**config.mk**
```make
export PLATFORM = sky130hd
export DESIGN_NAME = matmul_seq
export DESIGN_NICKNAME = d
export VERILOG_FILES = /design/src/rtl/matmul_seq.sv
export SDC_FILE = /design/constraint.sdc
export NUM_CORES = 1
export LEC_CHECK = 0
export BUFFER_PORTS_ARGS = -buffer_cell sky130_fd_sc_hd__buf_4
export CORE_MARGIN = 1.5
export CORE_UTILIZATION = 35
export CTS_BUF_LIST = sky130_fd_sc_hd__clkbuf_8
export CTS_CLUSTER_DIAMETER = 120
export DETAILED_ROUTE_END_ITERATION = 10
export PLACE_DENSITY_LB_ADDON = 0.08
export REMOVE_ABC_BUFFERS = 1
export SETUP_SLACK_MARGIN = 0.1
export SLEW_MARGIN = 10
export SYNTH_ARGS = -nofsm -noshare
export SYNTH_HDL_FRONTEND = slang
export SYNTH_SLANG_ARGS = --single-unit
```
**constraint.sdc**
```tcl
create_clock -name clk -period 3.26 [get_ports clk]
set_clock_uncertainty 0.05 [all_clocks]
set_input_delay 0.652 -clock clk [delete_from_list [all_inputs] [get_ports clk]]
set_output_delay 0.652 -clock clk [all_outputs]
set_load 0.02 [all_outputs]
```
**src/rtl/matmul_seq.sv**
```systemverilog
// Loop sequencer for the matrix-multiply datapath: walks (i, j, k) over an
// (M x K)*(K x N) product and emits operand addresses plus MAC/write strobes.
module matmul_seq #(
    parameter int DIM_W = 4,
    localparam int ADDR_W = 2 * DIM_W
) (
    input  logic              clk,
    input  logic              rst_n,
    input  logic              start,
    input  logic [DIM_W-1:0]  m_dim,
    input  logic [DIM_W-1:0]  n_dim,
    input  logic [DIM_W-1:0]  k_dim,
    input  logic              stall,
    output logic              busy,
    output logic              done,
    output logic [ADDR_W-1:0] a_addr,
    output logic [ADDR_W-1:0] b_addr,
    output logic [ADDR_W-1:0] c_addr,
    output logic              mac_clr,
    output logic              mac_en,
    output logic              c_we,
    output logic [2:0]        dbg_state
);

    typedef enum logic [2:0] {
        S_IDLE  = 3'd0,
        S_CLEAR = 3'd1,
        S_MAC   = 3'd2,
        S_WRITE = 3'd3,
        S_DONE  = 3'd4
    } state_t;

    state_t            state_q, state_d;
    logic [DIM_W-1:0]  i_q, i_d, j_q, j_d, k_q, k_d;
    logic [DIM_W-1:0]  m_lim_q, m_lim_d, n_lim_q, n_lim_d, k_lim_q, k_lim_d;

    always_ff @(posedge clk or negedge rst_n) begin
        if (!rst_n) begin
            state_q <= S_IDLE;
            i_q     <= '0;
            j_q     <= '0;
            k_q     <= '0;
            m_lim_q <= '0;
            n_lim_q <= '0;
            k_lim_q <= '0;
        end else begin
            state_q <= state_d;
            i_q     <= i_d;
            j_q     <= j_d;
            k_q     <= k_d;
            m_lim_q <= m_lim_d;
            n_lim_q <= n_lim_d;
            k_lim_q <= k_lim_d;
        end
    end

    always_comb begin
        state_d = state_q;
        i_d     = i_q;
        j_d     = j_q;
        k_d     = k_q;
        m_lim_d = m_lim_q;
        n_lim_d = n_lim_q;
        k_lim_d = k_lim_q;
        case (state_q)
            S_IDLE: begin
                i_d = '0;
                j_d = '0;
                k_d = '0;
                if (start) begin
                    m_lim_d = m_dim;
                    n_lim_d = n_dim;
                    k_lim_d = k_dim;
                    state_d = S_CLEAR;
                end
            end
            S_CLEAR: begin
                if (!stall) state_d = S_MAC;
            end
            S_MAC: begin
                // k stops at its limit rather than wrapping; WRITE resets it.
                if (!stall) begin
                    if (k_q == k_lim_q) state_d = S_WRITE;
                    else                k_d     = k_q + 1'b1;
                end
            end
            S_WRITE: begin
                if (!stall) begin
                    k_d = '0;
                    if (j_q != n_lim_q) begin
                        j_d     = j_q + 1'b1;
                        state_d = S_CLEAR;
                    end else if (i_q != m_lim_q) begin
                        j_d     = '0;
                        i_d     = i_q + 1'b1;
                        state_d = S_CLEAR;
                    end else begin
                        i_d     = '0;
                        j_d     = '0;
                        state_d = S_DONE;
                    end
                end
            end
            S_DONE: begin
                i_d     = '0;
                j_d     = '0;
                k_d     = '0;
                state_d = S_IDLE;
            end
            default: state_d = S_IDLE;
        endcase
    end

    // Strobes are gated by stall; addresses track the held indices.
    assign busy      = (state_q != S_IDLE);
    assign done      = (state_q == S_DONE);
    assign mac_clr   = (state_q == S_CLEAR) && !stall;
    assign mac_en    = (state_q == S_MAC)   && !stall;
    assign c_we      = (state_q == S_WRITE) && !stall;
    assign a_addr    = {i_q, k_q};
    assign b_addr    = {k_q, j_q};
    assign c_addr    = {i_q, j_q};
    assign dbg_state = state_q;

endmodule

```
# After elaboration in Yosys (flattened, before gate mapping)
# Index checks and enable logic that the tools add are counted.
[totals]
out_inout_bits = 32
input_bits = 16
wordCells = 57
ff_bits = 27
[classes]
n_eq_ne = 14
mux = 19
n_addsub = 3
reduce_logical = 14
[op_table]
columns = ["cell", "count"]
rows = [
  ["4-bit 2-to-1 mux", 8],
  ["3-bit 2-to-1 mux", 7],
  ["4-bit one-hot mux with 2 select lines", 2],
  ["2-bit != test, second input constant", 7],
  ["4-bit by 1-bit adder with 4-bit output, second input constant", 3],
  ["3-bit one-hot mux with 4 select lines", 1],
  ["4-bit one-hot mux with 3 select lines", 1],
  ["4-bit != test", 2],
  ["3-bit by 2-bit == test with 1-bit output, second input constant", 2],
  ["3-bit nonzero test", 2],
  ["5-bit AND reduction", 1],
  ["4-bit == test", 1],
  ["2-bit AND reduction", 2],
  ["4-bit AND reduction", 1],
  ["3-bit by 1-bit == test with 1-bit output, second input constant", 1],
  ["3-bit == test, second input constant", 1],
  ["1-bit logical AND", 3],
  ["3-bit logical NOT", 1],
  ["3-bit AND reduction", 1],
  ["2-bit nonzero test", 1],
  ["2-bit OR reduction", 1],
  ["1-bit logical NOT", 1],
]

# Depth between registers and ports, before layout
[depth]
depth_word = 5
depth_mapped = 8
mapped_depth_nobuf = 6

# Worst setup path before layout
# OpenSTA, ideal clock, no wires.
[synth_path]
path_kind = "register to output"
startpoint = "reg state_q[0] (netlist: dbg_state[0])"
endpoint = "out mac_clr"
path_stages_with_launch = 4
path_buffers = 1
arrival_time_ps = 1541
setup_slack_ps = 1017
required_time_ps = 2558
cell_sequence = "dfrtp_1 > clkbuf_1 > nor2b_1 > nor3b_1"
[synth_between]
elab_chain_cells = 2
[synth_rtl]
columns = ["item", "line_no", "source"]
rows = [
  ["start, declared", "33", "state_t state_q, state_d;"],
  ["start signal, assigned", "47", "state_q <= state_d;"],
  ["3-bit by 1-bit == test with 1-bit output", "117", "assign mac_clr = (state_q == S_CLEAR) && !stall;"],
  ["1-bit logical AND", "117", ""],
  ["end, declared", "19", "output logic mac_clr,"],
]
# No other way between the ends.

# Worst setup path in the final report
[layout_path]
startpoint = "reg state_q[1] (netlist: dbg_state[1])"
endpoint = "out c_we"
[layout_between]
elab_chain_cells = 2
[layout_rtl]
columns = ["item", "line_no", "source"]
rows = [
  ["3-bit by 2-bit == test with 1-bit output", "119", "assign c_we = (state_q == S_WRITE) && !stall;"],
  ["1-bit logical AND", "119", ""],
  ["end, declared", "21", "output logic c_we,"],
]
# No other way between the ends.

==> metrics.cfg <==
[run_status]
run_status=finished clean

[logic_synthesis]
synth_edf_count=0
netlist_instances=143
yosysWarningCount=0
ys.flop_type=dfrtp_1
syn_area_per_cell_um2=10.6
synthArstFlopShare_pct=100
synth-seq-area-share_pct=44.4
synth_seq_cells=27
syn_area_um2=1520
synth_cell_types=40

[clock_network]
post_cts_buffers=0
cts_max_path_buffers=2
clock_latency_ns=0.27
clkTransAtPathRegs_ns=0.10
htreeDepth=1
cts_resized=0
postCtsHoldBufs=0
cts.sinks=27
cts-root-buf=clkbuf_8
cts-buffers-inserted=3
cts_tree=built

[layout]
nNetsFinal=197
diodes=0
synthToLayoutAreaGrowth_pct=22.8
drive_gt1_share_pct=39.5
final.fill_count=407

[worst_setup_path]
start_kind=flip-flop
worstSetupEndpointType=output pin
cp-endpoint=c_we
critPathMaxFanout=11
rrSetupSlack_ns=1.18
r2r-start=dbg_state[1]$_DFFE_PN0P_
worstPathRequired_ns=2.56
timing.rr.end=i_q[2]$_DFFE_PN0P_
path_class=flip-flop to output pin
arrival_ns=1.87
reg2reg_depth=4
startpoint=dbg_state[1]$_DFFE_PN0P_

[die]
io_pins=48
die_area_um2=4750
die_height_um=68.9
coreArea_um2=4090
die_w_um=68.9
initial_core_util_pct=37.2
rows=23

[sta]
rsz0062_at_grt=false
slew_viol_final=0
fin_tns_setup_ns=0
period_minus_slack_ns=2.57
slew_headroom_pct=61.2
setup_viol=0
hold_violations=0
whs_ns=0.228
worstMarginPinSlew_ns=0.580
period_share_pct=79.0
fmax_mhz=388

[power]
p_leak_uw=0.000847
irDropWorstVdd_uv=294
power.density_nw_per_um2=849

[global_route]
grt_pass1_vias=1185
grt_max_degree=28
gr-usage-all-layers_pct=15.6
grt-ovfl-total=0
grt_pass1_wl_um=5530
grt_antenna_before_repair=0

[drt]
detail-route-antenna-nets=0
wl_per_cell_um=14.4
wl_um=3260
drt_iter0_markers=70
vias_per_cell=5.08
vias=1154
drt_pass1_iterations=4
drc=0

[place]
place.gp.congestion=0.765
portBuffers=47
hpwl_um=2370

[flow_run]
cap_violations=0

[worst_hold_path]
hold_class=input port to asynchronous set/reset pin

report_power, final:
group,switching (µW),total (µW),leakage [µW],internal [µW]
Clock,109,195,0.0000255,85.7
Sequential,170,630,0.000339,460
Combinational,382,762,0.000482,380
cell usage after synthesis, types with 2 or more instances:
library cell	instances	area, µm²
dfrtp_1	27	676
clkbuf_1	2	7.51
nor3_1	4	20.0
nand3b_1	2	15.0
mux2_2	12	135
or2_2	2	12.5
ha_1	3	37.5
inv_1	5	18.8
a21oi_1	2	10.0
nand3_1	3	15.0
o21ai_0	4	20.0
buf_4	12	90.1
buf_6	2	22.5
a211oi_1	2	15.0
nand4_1	4	25.0
nor2_1	4	15.0
o211ai_1	3	22.5
a221oi_1	3	26.3
xnor2_1	14	123
nand2_1	11	41.3
mux2i_1	3	30.0
kinds of logic after synthesis:
family          synth area share [%]
simple gates                    15.9
flops                           44.4
buf+inv                         9.70
compound gates                  8.06
xor+xnor                        8.64
mux                             10.9
fa+ha+maj                       2.47
worst max-delay path, stage by stage, from the launching register on:
cell      delay [ns]
dfrtp_1         0.60
nand2b_4        0.10
or3b_1          0.53
inv_1           0.20
buf_4           0.17
layout make-up:
| class | count | area [µm²] | share of cell area (%) |
|---|---|---|---|
| inverter | 5 | 18.8 | 1.00 |
| timing repair buffer | 48 | 360 | 19.3 |
| multi-input combinational | 93 | 704 | 37.7 |
| clock inverter | 1 | 5.00 | 0.268 |
| sequential | 27 | 676 | 36.2 |
| tap | 50 | 62.6 | 3.35 |
| clock buffer | 3 | 41.3 | 2.21 |
registers in the layout, indices dropped and copies added (netlist names):
register   count
dbg_state      3
j_q            4
k_q            4
n_lim_q        4
m_lim_q        4
i_q            4
k_lim_q        4
layer usage:
| layer | global-route usage [%] | up-vias | routed length [µm] |
|---|---|---|---|
| li1 | - | 558 | - |
| met1 | 20.1 | 560 | 1490 |
| met2 | 26.7 | 34 | 1600 |
| met3 | 2.44 | 2 | 151 |
| met4 | 4.90 | 0 | 19 |
| met5 | 0 | - | 0 |
placed cells by master (no fill, tap or decap), types with 2 or more instances in the layout:
cell type / synthesis / routed
a21oi_1: 2 / 2
inv_1: 5 / 5
o211ai_1: 3 / 3
nand4_1: 4 / 4
or2_2: 2 / 2
nand3_1: 3 / 3
o21ai_0: 4 / 4
nor2_1: 4 / 4
xnor2_1: 14 / 14
a221oi_1: 3 / 3
nand2_1: 11 / 11
buf_4: 12 / 48
mux2_2: 12 / 12
nand3b_1: 2 / 2
mux2i_1: 3 / 3
a211oi_1: 2 / 2
nor3_1: 4 / 4
dfrtp_1: 27 / 27
ha_1: 3 / 3
clkbuf_8: 0 / 3
stage by stage:
step / total power [µW] / setup WS (ns) / utilization, % / std cells / instance area [µm²]
after global placement: 1390 / 0.781 / 44.6 / 223 / 1820
after global routing: 1720 / 0.541 / 45.7 / 227 / 1870
after detailed placement: 1410 / 0.759 / 44.6 / 223 / 1820
after CTS: 1610 / 0.685 / 45.7 / 227 / 1870
final: 1590 / 0.686 / 45.7 / 227 / 1870
after floorplan: 1110 / 0.698 / - / 125 / 1390
how the worst min path moves through the flow:
stage                           start                  endpoint  slack (ns)  cells after the start
2_1_floorplan                   rst_n  dbg_state[0]$_DFFE_PN0P_        0.31                      0
3_3_place_gp   m_lim_q[1]$_DFFE_PN0P_    m_lim_q[1]$_DFFE_PN0P_        0.46                      1
3_5_place_dp   k_lim_q[3]$_DFFE_PN0P_    k_lim_q[3]$_DFFE_PN0P_        0.47                      1
4_1_cts                         rst_n    k_lim_q[2]$_DFFE_PN0P_        0.24                      1
5_1_grt                         rst_n    k_lim_q[2]$_DFFE_PN0P_        0.24                      1
6_report                        rst_n    k_lim_q[2]$_DFFE_PN0P_        0.23                      1
Note: power is estimated with default switching activity, not from simulation.
